--- src/rtl/dmem_arbiter_if.sv ---
`default_nettype none
// ============================================================================
// Module      : dmem_arbiter_if
// Description : Requester-side bus of the data-memory arbiter. It has two
//               ports (index 0 = core MEM stage, index 1 = secondary master).
//               Each port has a request/grant handshake, a load-response pulse
//               and a shared read-data bus.
// Revision    : 1.0 - initial release
// ============================================================================
interface dmem_arbiter_if #(
  parameter int DM_ADDRESS = 9,
  parameter int DATA_W     = 32
);
  logic [1:0]                 req;     // per-port request, held until gnt
  logic [1:0]                 we;      // per-port 1=store, 0=load
  logic [1:0][2:0]            funct3;  // per-port size/sign code
  logic [1:0][DM_ADDRESS-1:0] addr;    // per-port byte address
  logic [1:0][DATA_W-1:0]     wdata;   // per-port store data
  logic [1:0]                 gnt;     // one-cycle acceptance pulse
  logic [1:0]                 rvalid;  // one-cycle load-data-valid pulse
  logic [DATA_W-1:0]          rdata;   // load data, valid with rvalid
  logic                       busy;    // access in flight

  // Requester side
  modport master (
    output req, we, funct3, addr, wdata,
    input  gnt, rvalid, rdata, busy
  );

  // Arbiter side
  modport slave (
    input  req, we, funct3, addr, wdata,
    output gnt, rvalid, rdata, busy
  );
endinterface
`default_nettype wire

--- src/rtl/dmem_arbiter.sv ---
`default_nettype none
// ============================================================================
// Module      : dmem_arbiter
// Description : Round-robin arbiter that shares the single data memory between
//               two requesters. Only one access is in flight at a time. An
//               access is sequenced IDLE -> ACCESS -> (RESP for loads) -> IDLE.
//               The memory control outputs are registered and are non-zero
//               only during ACCESS.
// Revision    : 1.0 - initial release
// ============================================================================
module dmem_arbiter #(
  parameter int DM_ADDRESS = 9,
  parameter int DATA_W     = 32
) (
  input  wire logic                  clk,
  input  wire logic                  reset_n,
  dmem_arbiter_if.slave              bus,
  output logic                       mem_read,
  output logic                       mem_write,
  output logic [DM_ADDRESS-1:0]      mem_a,
  output logic [DATA_W-1:0]          mem_wd,
  output logic [2:0]                 mem_funct3,
  input  wire logic [DATA_W-1:0]     mem_rd
);

  typedef enum logic [1:0] {
    S_IDLE   = 2'd0,
    S_ACCESS = 2'd1,
    S_RESP   = 2'd2
  } state_t;

  state_t                 state_q, state_d;
  logic                   last_q, last_d;       // port granted most recently
  logic                   owner_q, owner_d;     // port owning the in-flight access
  logic [1:0]             rvalid_q, rvalid_d;
  logic [DATA_W-1:0]      rdata_q, rdata_d;
  logic                   busy_q, busy_d;
  // Captured request fields; they double as the registered memory drive.
  // They are zero except during ACCESS.
  logic                   mem_read_q, mem_read_d;
  logic                   mem_write_q, mem_write_d;
  logic [DM_ADDRESS-1:0]  mem_a_q, mem_a_d;
  logic [DATA_W-1:0]      mem_wd_q, mem_wd_d;
  logic [2:0]             mem_funct3_q, mem_funct3_d;

  logic                   any_req;
  logic                   winner;
  logic [1:0]             gnt_w;

  // Pick the winner. A lone request wins outright. A tie goes to the port that
  // did not win last time.
  always_comb begin
    any_req = |bus.req;
    if (bus.req == 2'b11) begin
      winner = ~last_q;
    end else begin
      winner = bus.req[1];
    end
    gnt_w = 2'b00;
    if (reset_n && (state_q == S_IDLE) && any_req) begin
      gnt_w = winner ? 2'b10 : 2'b01;
    end
  end

  // Next-state and next-output logic for the access sequencer
  always_comb begin
    state_d      = state_q;
    last_d       = last_q;
    owner_d      = owner_q;
    rvalid_d     = 2'b00;
    rdata_d      = rdata_q;
    busy_d       = 1'b0;
    mem_read_d   = 1'b0;
    mem_write_d  = 1'b0;
    mem_a_d      = '0;
    mem_wd_d     = '0;
    mem_funct3_d = 3'd0;
    case (state_q)
      S_IDLE: begin
        if (any_req) begin
          state_d      = S_ACCESS;
          owner_d      = winner;
          last_d       = winner;
          busy_d       = 1'b1;
          mem_read_d   = ~bus.we[winner];
          mem_write_d  = bus.we[winner];
          mem_a_d      = bus.addr[winner];
          mem_wd_d     = bus.wdata[winner];
          mem_funct3_d = bus.funct3[winner];
        end
      end
      S_ACCESS: begin
        if (mem_read_q) begin
          // A load samples the memory at the end of the access cycle.
          // It then presents the data for one cycle in RESP.
          rdata_d  = mem_rd;
          state_d  = S_RESP;
          busy_d   = 1'b1;
          rvalid_d = owner_q ? 2'b10 : 2'b01;
        end else begin
          state_d = S_IDLE;
        end
      end
      S_RESP: begin
        state_d = S_IDLE;
      end
      default: begin
        state_d = S_IDLE;
      end
    endcase
  end

  // State register with synchronous active-low reset; reset aborts any access
  always_ff @(posedge clk) begin
    if (!reset_n) begin
      state_q      <= S_IDLE;
      last_q       <= 1'b1;
      owner_q      <= 1'b0;
      rvalid_q     <= 2'b00;
      rdata_q      <= '0;
      busy_q       <= 1'b0;
      mem_read_q   <= 1'b0;
      mem_write_q  <= 1'b0;
      mem_a_q      <= '0;
      mem_wd_q     <= '0;
      mem_funct3_q <= 3'd0;
    end else begin
      state_q      <= state_d;
      last_q       <= last_d;
      owner_q      <= owner_d;
      rvalid_q     <= rvalid_d;
      rdata_q      <= rdata_d;
      busy_q       <= busy_d;
      mem_read_q   <= mem_read_d;
      mem_write_q  <= mem_write_d;
      mem_a_q      <= mem_a_d;
      mem_wd_q     <= mem_wd_d;
      mem_funct3_q <= mem_funct3_d;
    end
  end

  assign bus.gnt    = gnt_w;
  assign bus.rvalid = rvalid_q;
  assign bus.rdata  = rdata_q;
  assign bus.busy   = busy_q;
  assign mem_read   = mem_read_q;
  assign mem_write  = mem_write_q;
  assign mem_a      = mem_a_q;
  assign mem_wd     = mem_wd_q;
  assign mem_funct3 = mem_funct3_q;

endmodule
`default_nettype wire
--- src/flat_wrapper.sv ---
// flat-port wrapper written by rule: the top's interface ports become plain ports
module dmem_arbiter_flat 
#(
  parameter int DM_ADDRESS = 9,
  parameter int DATA_W     = 32
)
  (clk, reset_n, mem_read, mem_write, mem_a, mem_wd, mem_funct3, mem_rd, bus_req, bus_we, bus_funct3, bus_addr, bus_wdata, bus_gnt, bus_rvalid, bus_rdata, bus_busy);
  dmem_arbiter_if #(.DM_ADDRESS(DM_ADDRESS), .DATA_W(DATA_W)) bus_i ();
  input  wire logic clk;
  input  wire logic reset_n;
  output logic mem_read;
  output logic mem_write;
  output logic [DM_ADDRESS-1:0] mem_a;
  output logic [DATA_W-1:0] mem_wd;
  output logic [2:0] mem_funct3;
  input  wire logic [DATA_W-1:0] mem_rd;
  input wire logic [$bits(bus_i.req)-1:0] bus_req;
  input wire logic [$bits(bus_i.we)-1:0] bus_we;
  input wire logic [$bits(bus_i.funct3)-1:0] bus_funct3;
  input wire logic [$bits(bus_i.addr)-1:0] bus_addr;
  input wire logic [$bits(bus_i.wdata)-1:0] bus_wdata;
  output wire logic [$bits(bus_i.gnt)-1:0] bus_gnt;
  output wire logic [$bits(bus_i.rvalid)-1:0] bus_rvalid;
  output wire logic [$bits(bus_i.rdata)-1:0] bus_rdata;
  output wire logic [$bits(bus_i.busy)-1:0] bus_busy;
  assign bus_i.req = bus_req;
  assign bus_i.we = bus_we;
  assign bus_i.funct3 = bus_funct3;
  assign bus_i.addr = bus_addr;
  assign bus_i.wdata = bus_wdata;
  assign bus_gnt = bus_i.gnt;
  assign bus_rvalid = bus_i.rvalid;
  assign bus_rdata = bus_i.rdata;
  assign bus_busy = bus_i.busy;
  dmem_arbiter #(.DM_ADDRESS(DM_ADDRESS), .DATA_W(DATA_W)) u_core (.clk(clk), .reset_n(reset_n), .bus(bus_i), .mem_read(mem_read), .mem_write(mem_write), .mem_a(mem_a), .mem_wd(mem_wd), .mem_funct3(mem_funct3), .mem_rd(mem_rd));
endmodule
--- config.mk ---
export PLATFORM = sky130hd
export DESIGN_NAME = dmem_arbiter_flat
export DESIGN_NICKNAME = d
export VERILOG_FILES = /design/src/rtl/dmem_arbiter_if.sv /design/src/rtl/dmem_arbiter.sv /design/src/flat_wrapper.sv
export SDC_FILE = /design/constraint.sdc
export NUM_CORES = 1
export LEC_CHECK = 0
export BUFFER_PORTS_ARGS = -buffer_cell sky130_fd_sc_hd__buf_4
export CORE_ASPECT_RATIO = 1.25
export CORE_MARGIN = 1.5
export CORE_UTILIZATION = 43
export CTS_CLUSTER_SIZE = 40
export DETAILED_ROUTE_END_ITERATION = 10
export PLACE_DENSITY = 0.91
export SLEW_MARGIN = 20
export SYNTH_ARGS = -nofsm -noshare
export SYNTH_HDL_FRONTEND = slang
export SYNTH_SLANG_ARGS = --single-unit
--- constraint.sdc ---
create_clock -name clk -period 3.7 [get_ports clk]
set_input_delay 0.37 -clock clk [delete_from_list [all_inputs] [get_ports clk]]
set_output_delay 0.37 -clock clk [all_outputs]
set_load 0.01 [all_outputs]
==> Word level (Yosys, flattened, before mapping) <==
Index checks and enable logic that the tools add are counted.
{ "classes": {"addsub": 0, "n_mul": 0, "div_mod_pow": 0, "order_cmp": 1, "n_eq_ne": 3, "shifts": 0, "muxes": 18, "n_bitwise": 2, "reduce_logical": 8} }
{ "op_table": {"columns": ["op", "count"], "rows": [
  ["two-way mux 32 bit", 2],
  ["two-way mux 9 bit", 2],
  ["two-way mux 2 bit", 5],
  ["two-way mux 3 bit", 2],
  ["AND reduction 3 bit", 2],
  ["two-way mux 1 bit", 5],
  ["case mux 2 bit (2 select lines)", 1],
  ["AND reduction 2 bit", 2],
  ["equality test 2 x 1 -> 1 bit (second input constant)", 1],
  ["equality test 2 bit (second input constant)", 1],
  ["logical AND 1 bit", 2],
  ["zero test 2 bit", 1],
  ["less-than comparator 1 x 2 -> 1 bit (second input constant)", 1],
  ["inequality test 2 x 1 -> 1 bit (second input constant)", 1],
  ["inverter 1 bit", 2],
  ["case mux 1 bit (2 select lines)", 1],
  ["OR reduction 2 bit", 1]
]} }
{ "totals": {"reg_bits": 85, "latch_bits": 0, "ram_bits": 0, "romBits": 0, "input_bits": 126, "mem_count": 0} }

==> Depth between registers and ports, before layout <==
Gate-level depths: netlist of the first run.
{ "depth": {"word_depth": 5, "ltp_mapped": 5} }

==> Worst setup path before layout of the first run <==
Ideal clock, no wire load.
{ "synth_path": {"path_type": "input -> output", "from": "input port reset_n", "to": "output port bus_gnt[0]", "t_arrival_ns": 1.334, "t_required_ns": 3.330, "setup_slack_ns": 1.996, "stages": 4, "path_buffers": 2, "path_cell_list": "or3b_1 buf_2 nor3_4 buf_6"} }
{ "synth_between": {"elab_chain_len": 3} }
{ "synth_rtl": {"columns": ["element", "line_no", "source"], "rows": [
  ["start: declaration", "flat_wrapper.sv:10", "input wire logic reset_n;"],
  ["logical AND 1 bit (2 in series)", "dmem_arbiter.sv:60", "if (reset_n && (state_q == S_IDLE) && any_req) begin"],
  ["two-way mux 2 bit", "dmem_arbiter.sv:60", null],
  ["end: declaration", "flat_wrapper.sv:22", "output wire logic [$bits(bus_i.gnt)-1:0] bus_gnt;"]
]} }
No other way between the ends.

==> Worst setup path after layout of the first run <==
{ "layout_path": {"from": "register u_core.state_q[1]", "to": "output port bus_gnt[0]"} }
{ "layout_between": {"elab_chain_len": 4} }
{ "layout_rtl": {"columns": ["element", "line_no", "source"], "rows": [
  ["start: declaration", "dmem_arbiter.sv:32", "state_t state_q, state_d;"],
  ["start signal: assignment", "dmem_arbiter.sv:128", "state_q <= state_d;"],
  ["zero test 2 bit", "dmem_arbiter.sv:60", null],
  ["logical AND 1 bit (2 in series)", "dmem_arbiter.sv:60", null],
  ["two-way mux 2 bit", "dmem_arbiter.sv:60", null]
]} }
No other way between the ends.

==> results of run 1 <==
-- through the flow --
| stage | util [%] | worst slack [ps] | instances |
|---|---|---|---|
| after floorplan | - | 1996 | 275 |
| after global placement | 70.23 | 1621 | 549 |
| after detailed placement | 70.23 | 1594 | 549 |
| after CTS | 73.68 | 1315 | 565 |
| after global routing | 73.68 | 1203 | 565 |
| final | 73.68 | 1332 | 565 |
-- power by group --
part / internal [mW] / leakage (nW) / switching (mW)
sequential: 0.959 / 0.694 / 0.0170
combinational: 0.172 / 1.41 / 0.118
clock: 0.379 / 0.0985 / 0.324
total: 1.51 / 2.20 / 0.460
-- metal layers --
layer  vias to the layer above  GRT usage [%]
met5                         -              0
met3                        22          5.711
met4                         0          11.31
li1                       1376              -
met1                      1263          27.40
met2                       124          43.49
-- registers in the layout, indices dropped and copies added, names as in the netlist --
name,count
u_core.mem_a,9
u_core.mem_funct3,3
u_core.mem_read,1
u_core.last_q,1
u_core.bus.rdata,32
u_core.bus.busy,1
u_core.bus.rvalid,2
u_core.owner_q,1
u_core.mem_write,1
u_core.state_q,2
u_core.mem_wd,32
-- layout by cell type, fill, tap and decap left out, types with 2 or more instances in the layout --
master      Yosys  routed
clkinvlp_4      0       3
nand2_1        35      35
clkbuf_8        0       9
nand3_1        32      32
o21ai_1        32      32
inv_1           3       3
dfxtp_1        85      85
nor3_1          2       2
a22o_1         44      44
buf_4           0     212
nor2_1          6       6
bufinv_16       0       2
-- worst max-delay path, delay by kind of cell, from the launching register on --
family | cells | cell delay, ps
AND/OR/NAND/NOR | 2 | 680
flip-flops | 1 | 330
buffers and inverters | 2 | 630
-- worst paths after layout --
path                                  startpoint  slack, ps                         endpoint
setup reg to reg  u_core.state_q[1]$_SDFFE_PN0P_       1740       u_core.mem_a[2]$_SDFF_PN0_
hold reg to reg      u_core.owner_q$_SDFFE_PN0P_        440  u_core.bus.rvalid[0]$_SDFF_PN0_
setup / recovery  u_core.state_q[1]$_SDFFE_PN0P_       1330                       bus_gnt[0]
hold / removal                     bus_wdata[36]        230      u_core.mem_wd[4]$_SDFF_PN0_
-- cells by family after synthesis --
kind of cell           count (synthesis)
DFF                                   85
AOI/OAI and AO/OA                     83
and+or+nand+nor                       81
buffers and inverters                 26
-- cell type report --
| type | instances | area [µm²] | area share, % |
|---|---|---|---|
| inverter | 3 | 11.26 | 0.2447 |
| clock inverter | 6 | 87.58 | 1.903 |
| sequential | 85 | 1702 | 36.98 |
| tap | 85 | 106.4 | 2.311 |
| clock buffer | 10 | 127.6 | 2.773 |
| timing repair buffer | 212 | 1592 | 34.58 |
| multi-input combinational | 164 | 975.9 | 21.21 |
==> results.toml, run 1 <==
[clock_tree]
clkTransAtPathRegs_ps = 90
cts_tree = "yes"
cts_buffer_depth = 2
holdBufCountCts = 0
cts_buffers = 9
clockRootBuffer = "clkbuf_8"
cts_sinks = 85
cts_setup_buffers = 0
h-tree-depth = 3
post_cts_resized = 0
worstSkewPairLatency_ps = 350

[detailed_routing]
first_pass_iters = 4
drc_errors = 0
wire_per_inst_um = 15.56
wl_um = 8789
via_per_inst = 4.929
vias = 2785
drt-met1-wl_um = 3208
highest_layer = "met4"
drtIter0Drc = 132
wl_met2_um = 4777
ant_nets = 0
met3_wirelength_um = 573

[final_layout]
final_cell_area_um2 = 4602
areaGrowthSynthToFinish_pct = 63.68
num-fill-cells = 485
drive_above_1_share_pct = 47.92
layout.nets = 601
antenna_cells = 0

[sta]
hold_viol = 0
fin_worst_skew_ps = 8.475
setup_viol = 0
timing.hold.ws_ps = 226.8
slew_headroom_pct = 60.53
rsz0062_at_grt = "false"
fmax_mhz = 422.4
fin_tns_setup_ps = 0
slew_viol_final = 0
finalCritPeriodShare_pct = 63.99
min_period_ps = 2368
worstMarginPinSlew_ps = 592.0

[placement]
port_buffers = 208
dpl-instance-area_um2 = 4387
hpwl_um = 6771
place_congestion = 0.7967

[global_routing]
antenna_found_initial = 0
grt_pass1_vias = 2747
grt_pass1_wl_um = 13080
grt_use_total_pct = 24.74
grt_max_degree = 68
grt-ovfl-total = 0

[min_path]
hp-class = "input pin to flop"
hold_depth = 2

[outcome]
outcome = "finished, final reports clean"

[synth]
synth-edff-count = 0
yosys.area_share.simple_pct = 13.35
synthAdderAreaFrac_pct = 0
synth_area_um2 = 2811
yosysTopAreaCell = "dfxtp_1"
synth-xor-area-share_pct = 0
synthMuxAreaShare_pct = 0
synthTopCellsByCount = "dfxtp_1, a22o_1, nand2_1, nand3_1, o21ai_1"
synth_top_family_by_area = "compound AO/OA/AOI/OAI gates"
yosysWarnings = 0
synthTopCellsByArea = "dfxtp_1, a22o_1, nand3_1"
syn_inst = 275
ys_types = 24
netlist.area_leader.share_pct = 60.53
yosysSeqAreaShare_pct = 60.53
synth_fp_nets = 401
synth-compound-area-share_pct = 21.36
synth_ff_type = "dfxtp_1"
synthArstFlopShare_pct = 0
ys_ff_latch = 85
synth.most_common_cell = "dfxtp_1"
syn_avg_cell_area_um2 = 10.22

[floorplan]
core_area_um2 = 6246
start_util_pct = 45.01
io_pins = 209
dieHeight_um = 93.41
die_w_um = 75.32
dieArea_um2 = 7035
num_rows = 32

[setup_path]
cp-start-kind = "flop"
critPathMaxFanout = 45
critPathArrivalTime_ps = 2000
critical_path_class = "flop to output port"
crit_top_cell = "buf_4"
cp_slowest_cell = "or3b_1"
rr_worst_depth = 4
cp-end-kind = "output port"
path_cells = "or3b_1, nor3_4, buf_4, buf_4"
max_stage_delay_ps = 520
worstPathRequired_ps = 3330

[pwr]
ir_drop_v = 0.0002568
power_mw = 1.969
power.density_nw_per_um2 = 427.9
leakagePower_nw = 2.199

[run]
maxCapViolations = 0
(Power assumes the default switching activity.)
==> inputs of run 2 (changes only) <==
--- a/config.mk
+++ b/config.mk
@@ -8,10 +8,10 @@
 export BUFFER_PORTS_ARGS = -buffer_cell sky130_fd_sc_hd__buf_4
 export CORE_ASPECT_RATIO = 1.25
 export CORE_MARGIN = 1.5
-export CORE_UTILIZATION = 43
+export CORE_UTILIZATION = 40
 export CTS_CLUSTER_SIZE = 40
 export DETAILED_ROUTE_END_ITERATION = 10
-export PLACE_DENSITY = 0.91
+export PLACE_DENSITY = 0.86
 export SLEW_MARGIN = 20
 export SYNTH_ARGS = -nofsm -noshare
 export SYNTH_HDL_FRONTEND = slang
==> constraint.sdc (replaced) <==
create_clock -name clk -period 2.3 [get_ports clk]
set_input_delay 0.23 -clock clk [delete_from_list [all_inputs] [get_ports clk]]
set_output_delay 0.23 -clock clk [all_outputs]
set_load 0.01 [all_outputs]
==> run 2 against run 1 <==
Global-route usage down 2.4 points. Cell count up 0.88%. Via count up 0.36%. Combinational power up 61%. Die area up 7.2%. Clock power up 61%. Register-to-register slack worse by 1200 ps. Non-clock buffer count up 1. First-iteration DRC count down 58%. Worst setup slack worse by 1100 ps. Clock skew up 2.9 ps. Wire length down 3.7%. Largest power group unchanged.
==> results.toml, run 2 (same netlist as run 1, synthesis figures left out) <==
[global_routing]
grt-ovfl-total = 0
grt_pass1_vias = 2850
grt_use_total_pct = 22.36
grt_pass1_wl_um = 13410
antenna_found_initial = 0
grt_max_degree = 67

[final_layout]
layout.nets = 602
areaGrowthSynthToFinish_pct = 64.75
layout_common_cells = "buf_4, dfxtp_1, a22o_1"
drive_above_1_share_pct = 47.92
antenna_cells = 0
final_common_cell = "buf_4"
postLayoutCoreUtil_pct = 67.21

[detailed_routing]
first_pass_iters = 4
drc_errors = 0
via_per_inst = 4.904
wire_per_inst_um = 14.85
ant_nets = 0
vias = 2795
drtIter0Drc = 56
wl_um = 8465

[setup_path]
rr_endpoint = "u_core.mem_a[6]$_SDFF_PN0_"
critPathArrivalTime_ps = 1810
worstPathRequired_ps = 2070
ff2ff_setup_slack_ps = 570
crit_buf_inv = 1
path_cells = "or3b_1, nor2_4, buf_4"
max_stage_delay_ps = 530
cp_slowest_cell = "or3b_1"
critical_path_class = "flop to output port"
rr_startpoint = "u_core.state_q[1]$_SDFFE_PN0P_"
rr_worst_depth = 4
cp_top_family = "simple AND/OR/NAND/NOR gates"
critPathMaxFanout = 15
cp-end-kind = "output port"
cp-start-kind = "flop"

[sta]
fin_tns_setup_ps = 0
hold_viol = 0
fmax_mhz = 489.6
finalCritPeriodShare_pct = 88.81
slew_viol_final = 0
rsz0062_at_grt = "false"
setup_viol = 0
setup_ws_ps = 257.4
worstMarginPinSlew_ps = 596.2
slew_headroom_pct = 60.25
min_period_ps = 2043
fin_worst_skew_ps = 11.37

[clock_tree]
clockRootBuffer = "clkbuf_8"
cts_tree = "yes"
post_cts_resized = 0
holdBufCountCts = 0
cts_sinks = 85
clkTransAtPathRegs_ps = 90
h-tree-depth = 3
cts_buffers = 9
worstSkewPairLatency_ps = 330
cts_setup_buffers = 0
cts_buffer_depth = 2

[floorplan]
die_w_um = 77.99
core_area_um2 = 6892
dieArea_um2 = 7543
num_rows = 34
dieHeight_um = 96.73
start_util_pct = 40.80
io_pins = 209

[outcome]
outcome = "finished, final reports clean"

[placement]
place_congestion = 0.8258
hpwl_um = 6461
port_buffers = 208
dp_slack_ps = 606.8

[pwr]
power.density_nw_per_um2 = 683.6
ir_drop_v = 0.0003914
leakagePower_nw = 2.215

[min_path]
hp-class = "input pin to flop"
holdCritStartpoint = "bus_wdata[55]"
hold_depth = 2
min_to = "u_core.mem_wd[23]$_SDFF_PN0_"

[run]
maxCapViolations = 0
## run 2: changes by cell type in the layout (fill, tap and decap cells not counted), sizes merged
cell,previous run,this run
buf,212,213
clkinvlp,3,1
clkbuf,10,11
## run 2: per-stage QoR
stage	area (µm²)	cells	power [mW]	hold slack (ps)
after global placement	4418	555	2.061	439.2
after detailed placement	4418	555	2.074	443.9
final	4632	570	3.166	97.41
after CTS	4632	570	3.199	86.45
after floorplan	2811	275	1.775	355.3
after global routing	4632	570	3.295	88.24
## run 2: cell type report
type                       count  area [µm²]
sequential                    85        1702
tap                           90       112.6
clock inverter                 4       72.57
timing repair buffer         213        1612
clock buffer                  11       141.4
inverter                       3       11.26
fill                         580        2260
multi-input combinational    164       980.9
## run 2: per-layer routing
metal,vias to the layer above,wire length (µm),track usage [%]
li1,1375,-,-
met1,1261,3159,24.36
met2,146,4201,39.40
met3,13,972,9.057
met4,0,131,6.456
met5,-,0,0
## run 2: worst max path at each step
stage                                         from                          end  slack, ps  depth (start not counted)
finish              u_core.state_q[1]$_SDFFE_PN0P_                   bus_gnt[1]        260                          3
global route        u_core.state_q[1]$_SDFFE_PN0P_                   bus_gnt[1]        180                          3
CTS                 u_core.state_q[1]$_SDFFE_PN0P_                   bus_gnt[1]        260                          3
detailed placement  u_core.state_q[1]$_SDFFE_PN0P_   u_core.mem_a[6]$_SDFF_PN0_        610                          4
global placement    u_core.state_q[1]$_SDFFE_PN0P_  u_core.mem_wd[4]$_SDFF_PN0_        680                          4
floorplan           u_core.state_q[1]$_SDFFE_PN0P_                   bus_gnt[0]        770                          4
## run 2: worst reg2reg max path, cell delays in order, from the launching register on
cell	delay, ps
dfxtp_1	340
or3b_1	530
nor2_4	410
buf_12	240
a22o_1	150
## run 2: report_power, final
part	switching [mW]	internal, mW
Combinational	0.188	0.280
Clock	0.495	0.635
Sequential	0.0272	1.54
Total	0.710	2.46
